[src/rtl/ram_nway.sv]
// Parametrised RAM of 2^ADDR_W words with an optional registered read port and a
// background clear sweep that zeroes one word per cycle while busy is high.
module ram_nway #(
  parameter int WIDTH   = 16,
  parameter int ADDR_W  = 3,
  parameter int REG_OUT = 0
) (
  input  logic              clk,
  input  logic              reset,
  input  logic [WIDTH-1:0]  in,
  input  logic              load,
  input  logic [ADDR_W-1:0] address,
  input  logic              clr,
  output logic [WIDTH-1:0]  out,
  output logic              busy
);

  localparam int DEPTH = 1 << ADDR_W;

  typedef enum logic {IDLE, CLEAR} state_t;

  state_t            state_reg;
  logic [ADDR_W-1:0] ptr_reg;
  logic              busy_reg;
  logic [WIDTH-1:0]  mem_reg [DEPTH];

  always_ff @(posedge clk) begin
    if (reset) begin
      state_reg <= IDLE;
      ptr_reg   <= '0;
      busy_reg  <= 1'b0;
    end else begin
      case (state_reg)
        IDLE: begin
          if (clr) begin
            state_reg <= CLEAR;
            ptr_reg   <= '0;
            busy_reg  <= 1'b1;
          end
        end
        CLEAR: begin
          // The last word is cleared on this edge, so the pointer never wraps.
          if (ptr_reg == '1) begin
            state_reg <= IDLE;
            ptr_reg   <= '0;
            busy_reg  <= 1'b0;
          end else begin
            ptr_reg <= ptr_reg + 1'b1;
          end
        end
        default: begin
          state_reg <= IDLE;
          ptr_reg   <= '0;
          busy_reg  <= 1'b0;
        end
      endcase
    end
  end

  // Full reset of the storage rules out block RAM; every word is a register.
  always_ff @(posedge clk) begin
    for (int i = 0; i < DEPTH; i++) begin
      if (reset) begin
        mem_reg[i] <= '0;
      end else if (state_reg == CLEAR && ptr_reg == ADDR_W'(i)) begin
        mem_reg[i] <= '0;
      end else if (state_reg == IDLE && load && address == ADDR_W'(i)) begin
        mem_reg[i] <= in;
      end
    end
  end

  generate
    if (REG_OUT != 0) begin : g_reg_read
      logic [WIDTH-1:0] out_reg;
      // Samples the pre-write contents, giving read-before-write on a shared address.
      always_ff @(posedge clk) begin
        if (reset) begin
          out_reg <= '0;
        end else begin
          out_reg <= mem_reg[address];
        end
      end
      assign out = out_reg;
    end else begin : g_comb_read
      assign out = mem_reg[address];
    end
  endgenerate

  assign busy = busy_reg;

endmodule
[config.mk]
export PLATFORM = sky130hd
export DESIGN_NAME = ram_nway
export DESIGN_NICKNAME = d
export VERILOG_FILES = /design/src/rtl/ram_nway.sv
export SDC_FILE = /design/constraint.sdc
export NUM_CORES = 1
export LEC_CHECK = 0
export CAP_MARGIN = 20
export CORE_UTILIZATION = 50
export CTS_CLUSTER_DIAMETER = 50
export DETAILED_ROUTE_END_ITERATION = 6
export HOLD_SLACK_MARGIN = 0.08
export PLACE_DENSITY = 0.73
export SLEW_MARGIN = 20
export SYNTH_ARGS = -nofsm -noshare
export SYNTH_HDL_FRONTEND = slang
export SYNTH_SLANG_ARGS = --single-unit
[constraint.sdc]
create_clock -name clk -period 3.4 [get_ports clk]
set_input_delay 1.02 -clock clk [delete_from_list [all_inputs] [get_ports clk]]
set_output_delay 1.02 -clock clk [all_outputs]
set_load 0.005 [all_outputs]
==> results of run 1 <==
## layout make-up
class	instances	area, um^2	area share [%]
tap	147	184	2.40
clock inverter	15	131	1.71
multi-input combinational	226	2120	27.7
clock buffer	17	425	5.55
inverter	3	11.3	0.147
timing repair buffer	80	845	11.0
sequential	133	3940	51.5
## cells in the mapped netlist
master       n
and2_1     128
edfxtp_1   128
mux4_2      30
mux2_2      17
clkbuf_1     9
nor2_1       8
buf_2        7
ha_1         6
dfxtp_1      5
a211o_1      4
nand2b_1     4
inv_1        3
nand2_1      3
nor2_4       3
nor2b_1      3
a21oi_1      2
a311o_1      2
buf_4        2
buf_6        2
o22ai_1      2
a2111oi_0    1
a211oi_1     1
a221oi_1     1
a31oi_1      1
buf_1        1
nand3b_1     1
nand4bb_1    1
nor3_1       1
nor3_4       1
nor3b_1      1
o31a_1       1
o31ai_1      1
o32a_1       1
or3b_2       1
or4b_4       1
## what timing repair did
action                                  4_1_cts  5_1_grt
pin swaps                                     1        0
gates cloned                                  3        0
gates resized for setup                      72        7
buffers inserted                              4        0
hold endpoints to repair                      0        0
endpoints found under the setup margin       16        5
## routing by layer
layer / global-route usage [%] / routed length (um) / vias up
met5: 0 / 0 / -
met4: 8.44 / 191 / 0
met3: 5.20 / 872 / 17
met2: 40.2 / 7230 / 120
met1: 30.9 / 5600 / 1787
li1: - / - / 1597
## path summary, 6_finish.rpt
path	end	slack, ps	start	cells after the start
worst min register to register	busy$_SDFFE_PP0P_	500	busy$_SDFFE_PP0P_	2
worst max-delay path	out[10]	30	address[2]	7
worst min-delay path	busy$_SDFFE_PP0P_	500	busy$_SDFFE_PP0P_	2
worst max register to register	mem_reg[7][2]$_SDFFCE_PN0P_	1270	state_reg$_SDFF_PP0_	3
## where the power goes
group	total (W)	internal, W	switching, W
Clock	0.00171	0.00101	0.000703
Sequential	0.00190	0.00187	0.0000256
Combinational	0.000367	0.000198	0.000169
## kinds of logic after synthesis
kind of cell | count (synthesis) | synth area share, %
flip-flops | 133 | 64.3
adder cells (fa/ha/maj) | 6 | 1.22
multiplexers | 47 | 14.1
buffers and inverters | 24 | 1.98
AND/OR/NAND/NOR | 156 | 16.1
AO/OA/AOI/OAI | 17 | 2.20
## worst min-delay path: cells and delay by family, from the launching register on
kind / cells / cell delay [ps]
DFF: 1 / 330
and+or+nand+nor: 1 / 70
AOI/OAI and AO/OA: 1 / 60
## layout by cell type, fill, tap and decap left out, types with 4 or more instances in the layout
master and count:
buf_2 8, edfxtp_1 128, mux2_4 10, nand2b_1 4, mux4_2 30, clkinvlp_4 4, buf_4 26, ha_1 6
nor2_1 8, dfxtp_1 5, mux2_2 7, dlygate4sd2_1 5, a211o_1 4, and2_1 128, clkdlybuf4s50_1 20, buf_6 6
buf_12 9, clkbuf_16 17
## through the flow
| stage | instances | power, W | hold WS, ps | TNS [ps] |
|---|---|---|---|---|
| finish | 621 | 0.00398 | 497 | 0 |
| global route | 621 | 0.00410 | 515 | 0 |
| CTS | 621 | 0.00399 | 498 | 0 |
| detailed placement | 582 | 0.00228 | 484 | -7650 |
| global placement | 582 | 0.00227 | 469 | -7450 |
| floorplan | 383 | 0.00209 | 479 | 0 |
==> PnR_summary.wiki, run 1 <==
{| class="wikitable"
! Metric !! Value
|-
| Slowest cell on the critical path || mux4_2
|-
| Number of global-route vias before repair || between 3000 and 4000
|-
| Worst path bufs/invs || 5
|-
| Slowest Stage Delay on Critical Path || 300 ps
|-
| Total wirelength of the detailed-routed design || 13.9 mm
|-
| Final estimated routing congestion in global placement || 0.733
|-
| Total track usage || 23.9%
|-
| Number of design-rule violations left by the first detailed-router iteration || between 200 and 250
|-
| Maximum number of pins on one net before global-route repair || 18
|-
| Rel. slew slack || around three fifths
|-
| Cell count after synthesis || 383
|-
| Required @ worst endpoint || 2380 ps
|-
| Avg Vias per Cell || ~5.7
|-
| Row cnt || 40
|-
| Actual transition at the worst max-transition pin || slightly below 600 ps
|-
| Clock Tree Root || clkbuf_16
|-
| Highest Clock Rate || roughly 0.3 GHz
|-
| Total nets after synthesis || 412
|-
| Maximum level of the CTS H-tree || 4
|-
| Die extent in x || ~110 um
|-
| Fraction of the core area covered by cells at the end of the flow || between 60 and 70%
|-
| Share of layout cells above drive strength 1 || 29.5%
|-
| Max Slew Vio Count || 0
|-
| Largest fanout on the critical path || 8
|-
| Aggregate global routing overflow || 0
|-
| Die Footprint || about 0.013 mm^2
|-
| Fin Clk Skew || about 12 ps
|-
| Nets@finish || 490
|-
| Number of buffers between clock root and the deepest sink || 2
|-
| Number of register bits inferred by synthesis || 133
|-
| Post-route cell area || 0.00766 mm^2
|-
| Number of fill cells || 854
|-
| Critical Path Sink Type || output pin
|-
| Core box area || 0.0120 mm^2
|-
| Proportion of synthesized chip area in sequential cells || 64.3%
|-
| Total clock buffers created by CTS || 17
|-
| Leak pwr || a little under 3 nW
|-
| Final period util || 99.2%
|-
| Number of hold-repair buffers added at the cts stage || 0
|-
| Worst setup slack before clock tree synthesis || -515 ps
|-
| Biggest area consumer among synthesized cells || edfxtp_1
|-
| Critical path startpoint category || input port
|-
| CTS tree || yes
|-
| Worst supply voltage drop on vdd || 0.238 mV
|-
| Unique cell type count in the Yosys netlist || 35
|-
| Final Critical Period || 3370 ps
|-
| Failing checks || design-rule violations
|-
| Initial antenna violation count || 0
|-
| Outcome || finished, violations left
|-
| Slack of the critical path || approximately 28 ps
|-
| Per-cell routed wire length || 22.4 um
|-
| Diodes inserted || 0
|-
| Max-cap violation count || 0
|-
| Yosys top cell area share || a little over three fifths
|-
| Buffers on Ports || 39
|-
| Placed cell areas || 0.00695 mm^2
|-
| Cell chain of the critical path || dlygate4sd2_1 -> buf_6 -> buf_12 -> buf_12 -> mux4_2 -> mux2_4 -> buf_6
|-
| Layout Area Growth over Synthesis || 25.0%
|-
| Signal arrival time at the worst endpoint || 2350 ps
|-
| Yosys Warn Count || 0
|-
| Worst Setup Path Type || input port to output pin
|-
| Leading cell types by total area after synthesis || edfxtp_1 (63%), and2_1 (13%), mux4_2 (11%)
|-
| Number of endpoints with negative hold slack in the final report || 0
|-
| Die height || 113 um
|-
| Clock latency of the later-clocked register in the worst-skew pair || just over 400 ps
|-
| Total iterations of the first detailed-routing run || 7
|-
| Antenna Violating Nets Remaining || 0
|-
| Boundary pin count || 40
|-
| Synthesized area divided by synthesized cell count || 16.0 um^2
|-
| Setup repair after global routing missed its margin || false
|-
| Pwr dens || a little over 500 mW/mm^2
|-
| Flip-flop count of the largest register after layout || 128
|-
| Reg clk slew, reported paths || 50 ps
|-
| Type of the worst min-delay path || register to register
|-
| Cell class contributing the biggest share of worst-path delay || buffers and inverters
|-
| Netlist Area Pre-Place || 0.00613 mm^2
|-
| Clock Sinks || 133
|-
| Wire length of the first global-routing pass || 21.5 mm
|-
| Final number of setup-violating endpoints || 0
|-
| Via count || 3521
|-
| HPWL after DPL || 8.16 mm
|-
| Post-route DRC violation count || 2
|-
| Effective utilization at floorplan || 51.3%
|}
(Power assumes the default switching activity.)
==> inputs of run 2 (changes only) <==
--- a/config.mk
+++ b/config.mk
@@ -11,6 +11,7 @@
 export DETAILED_ROUTE_END_ITERATION = 6
 export HOLD_SLACK_MARGIN = 0.08
 export PLACE_DENSITY = 0.73
+export SKIP_CTS_REPAIR_TIMING = 1
 export SLEW_MARGIN = 20
 export SYNTH_ARGS = -nofsm -noshare
 export SYNTH_HDL_FRONTEND = slang
==> run 2 against run 1 <==
  * The flow still finishes with violations (design-rule violations)
  * Largest power group unchanged
  * Critical endpoint is now out[15]
  * Sequential power about the same
  * Worst setup slack improved by 25 ps
  * Largest cell class unchanged
  * Non-clock buffer count grew 8
==> PnR_summary.wiki, run 2 (synthesized netlist as in run 1, its figures left out) <==
{| class="wikitable"
! Metric !! Value
|-
| Worst path bufs/invs || 3 (-2)
|-
| Antenna Violating Nets Remaining || 0 (unchanged)
|-
| Fin Clk Skew || 9.41 ps (-2.26 ps)
|-
| Total iterations of the first detailed-routing run || 7 (unchanged)
|-
| Final Critical Period || 3350 ps (-24.5 ps)
|-
| Endpoint of the worst register-to-register path || mem_reg[7][5]$_SDFFCE_PN0P_
|-
| Commonest cells after routing, fill and taps aside || and2_1 (128), edfxtp_1 (128), buf_4 (34), mux4_2 (30), clkbuf_16 (21)
|-
| Per-cell routed wire length || 22.2 um (-0.64%)
|-
| Clock latency of the later-clocked register in the worst-skew pair || 420 ps (about the same)
|-
| Actual transition at the worst max-transition pin || 585 ps (+1.53 ps)
|-
| Number of stages on the worst hold path || 2 (unchanged)
|-
| Nets@finish || 498 (+1.6%)
|-
| Final number of setup-violating endpoints || 0 (unchanged)
|-
| Die Footprint || 0.0127 mm^2 (unchanged)
|-
| Number of endpoints with negative hold slack in the final report || 0 (unchanged)
|-
| Worst supply voltage drop on vdd || 0.247 mV (+4.0%)
|-
| Worst Setup Path Type || input port to output pin
|-
| Total power || 0.00398 W (+0.11%)
|-
| Path depth of the worst reg2reg path || 3 (unchanged)
|-
| Boundary pin count || 40 (unchanged)
|-
| Diodes inserted || 0 (unchanged)
|-
| Cell chain of the critical path || dlymetal6s2s_1 -> clkbuf_16 -> mux4_2 -> mux2_2 -> dlymetal6s2s_1
|-
| Effective utilization at floorplan || 51.3% (unchanged)
|-
| Post-route DRC violation count || 1 (-1)
|-
| Core box area || 0.0120 mm^2 (unchanged)
|-
| Clock Sinks || 133 (unchanged)
|-
| Slowest cell on the critical path || mux4_2
|-
| Initial antenna violation count || 0 (unchanged)
|-
| Final estimated routing congestion in global placement || 0.733 (unchanged)
|-
| Leak pwr || 3.15 nW (+6.9%)
|-
| Avg Vias per Cell || 5.76 (+1.6%)
|-
| Aggregate global routing overflow || 0 (unchanged)
|-
| Signal arrival time at the worst endpoint || 2330 ps (-20 ps)
|-
| Total track usage || 23.0% (-0.88 points)
|-
| Wire length of the first global-routing pass || 20.8 mm (-3.5%)
|-
| CTS tree || yes
|-
| Clock Tree Root || clkbuf_16
|-
| Slowest Stage Delay on Critical Path || 490 ps (+190 ps)
|-
| Row cnt || 40 (unchanged)
|-
| Cell mode on critical path || dlymetal6s2s_1
|-
| Maximum level of the CTS H-tree || 4 (unchanged)
|-
| Highest Clock Rate || 0.299 GHz (+0.73%)
|-
| Required @ worst endpoint || 2380 ps (about the same)
|-
| Outcome || finished, violations left
|-
| Setup repair after global routing missed its margin || false
|-
| Layout Area Growth over Synthesis || 26.8%
|-
| Die height || 113 um (unchanged)
|-
| Launch point of the worst hold path || busy$_SDFFE_PP0P_
|-
| Reg clk slew, reported paths || 50 ps (about the same)
|-
| Cell class contributing the biggest share of worst-path delay || multiplexers
|-
| Max-cap violation count || 0 (unchanged)
|-
| Number of global-route vias before repair || 3583 (-1.7%)
|-
| Max Slew Vio Count || 0 (unchanged)
|-
| Critical Path Sink Type || output pin
|-
| Share of layout cells above drive strength 1 || 28.2% (-1.3 points)
|-
| Number of fill cells || 841 (-1.5%)
|-
| Pwr dens || 512 mW/mm^2 (-1.4%)
|-
| Maximum number of pins on one net before global-route repair || 18 (unchanged)
|-
| Largest fanout on the critical path || 5 (-3)
|-
| Launch point of the worst reg-to-reg path || state_reg$_SDFF_PP0_
|-
| Type of the worst min-delay path || register to register
|-
| Number of design-rule violations left by the first detailed-router iteration || 226 (-2.2%)
|-
| Flip-flop count of the largest register after layout || 128 (unchanged)
|-
| Total clock buffers created by CTS || 17 (unchanged)
|-
| Via count || 3625 (+3.0%)
|-
| Final period util || 98.5% (-0.72 points)
|-
| Failing checks || design-rule violations
|-
| R2R setup slack || 1280 ps (about the same)
|-
| Total wirelength of the detailed-routed design || 14.0 mm (+0.64%)
|-
| Worst hold endpoint || busy$_SDFFE_PP0P_
|-
| HPWL after DPL || 8.16 mm (unchanged)
|-
| Buffers on Ports || 39 (unchanged)
|-
| TNS Setup || 0 ps (unchanged)
|-
| Rel. slew slack || 61.0% (-0.10 points)
|-
| Number of buffers between clock root and the deepest sink || 2 (unchanged)
|-
| Critical path startpoint category || input port
|-
| Die extent in x || 113 um (unchanged)
|}
run 2: cell count changes in the layout (fill, tap and decap cells not counted):
cell and delta:
clkbuf_16 +4, dlygate4sd2_1 -5, buf_4 +8, buf_16 -3, dlymetal6s2s_1 +18, mux2_2 +8, buf_6 -3, clkdlybuf4s15_1 -2
a2111oi_2 -1, mux2_4 -8, buf_2 -8, buf_8 -1, a2111oi_1 +1
run 2: routing by layer:
metal | part of all wire, % | vias to the layer above | global-route usage, %
li1 | - | 1611 | -
met1 | 42 | 1877 | 29.7
met2 | 51 | 116 | 38.2
met3 | 5.6 | 21 | 4.82
met4 | 1.8 | 0 | 9.69
met5 | 0 | - | 0
run 2: worst max path at each step:
stage                                              to       start  slack, ps  cells after the start
final                                         out[15]  address[0]         50                      5
after global routing                          out[15]  address[0]         20                      5
after CTS                                     out[13]  address[0]       -520                      5
after detailed placement                      out[13]  address[0]       -520                      5
after global placement                        out[14]  address[0]       -490                      5
after floorplan           mem_reg[4][0]$_SDFFCE_PN0P_  address[0]         50                      4
run 2: cell type report:
class | instances | area (um^2) | area share, %
sequential | 133 | 3940 | 50.7
multi-input combinational | 226 | 2090 | 26.8
timing repair buffer | 88 | 995 | 12.8
clock buffer | 17 | 425 | 5.47
tap | 147 | 184 | 2.36
clock inverter | 15 | 131 | 1.69
inverter | 3 | 11.3 | 0.145
run 2: worst min-delay path, stage by stage, from the launching register on:
cell and delay, ps:
dfxtp_1 330, a21oi_1 60, nor2_1 70
run 2: stage by stage:
step / std cells / area (um^2) / hold WS (ps) / util [%] / setup slack [ps]
6_report: 629 / 7780 / 494 / 65.0 / 52.3
5_1_grt: 629 / 7780 / 515 / 65.0 / 18.5
4_1_cts: 614 / 7510 / 498 / 62.8 / -521
3_5_place_dp: 582 / 6950 / 484 / 58.1 / -515
3_3_place_gp: 582 / 6950 / 469 / 58.1 / -493
2_1_floorplan: 383 / 6130 / 479 / - / 52.5
run 2: power by group:
part           leakage (nW)  internal [W]  switching [W]
Sequential             1.38       0.00187      0.0000253
Clock                 0.263       0.00101       0.000702
Combinational          1.51      0.000203       0.000169
Total                  3.15       0.00308       0.000896
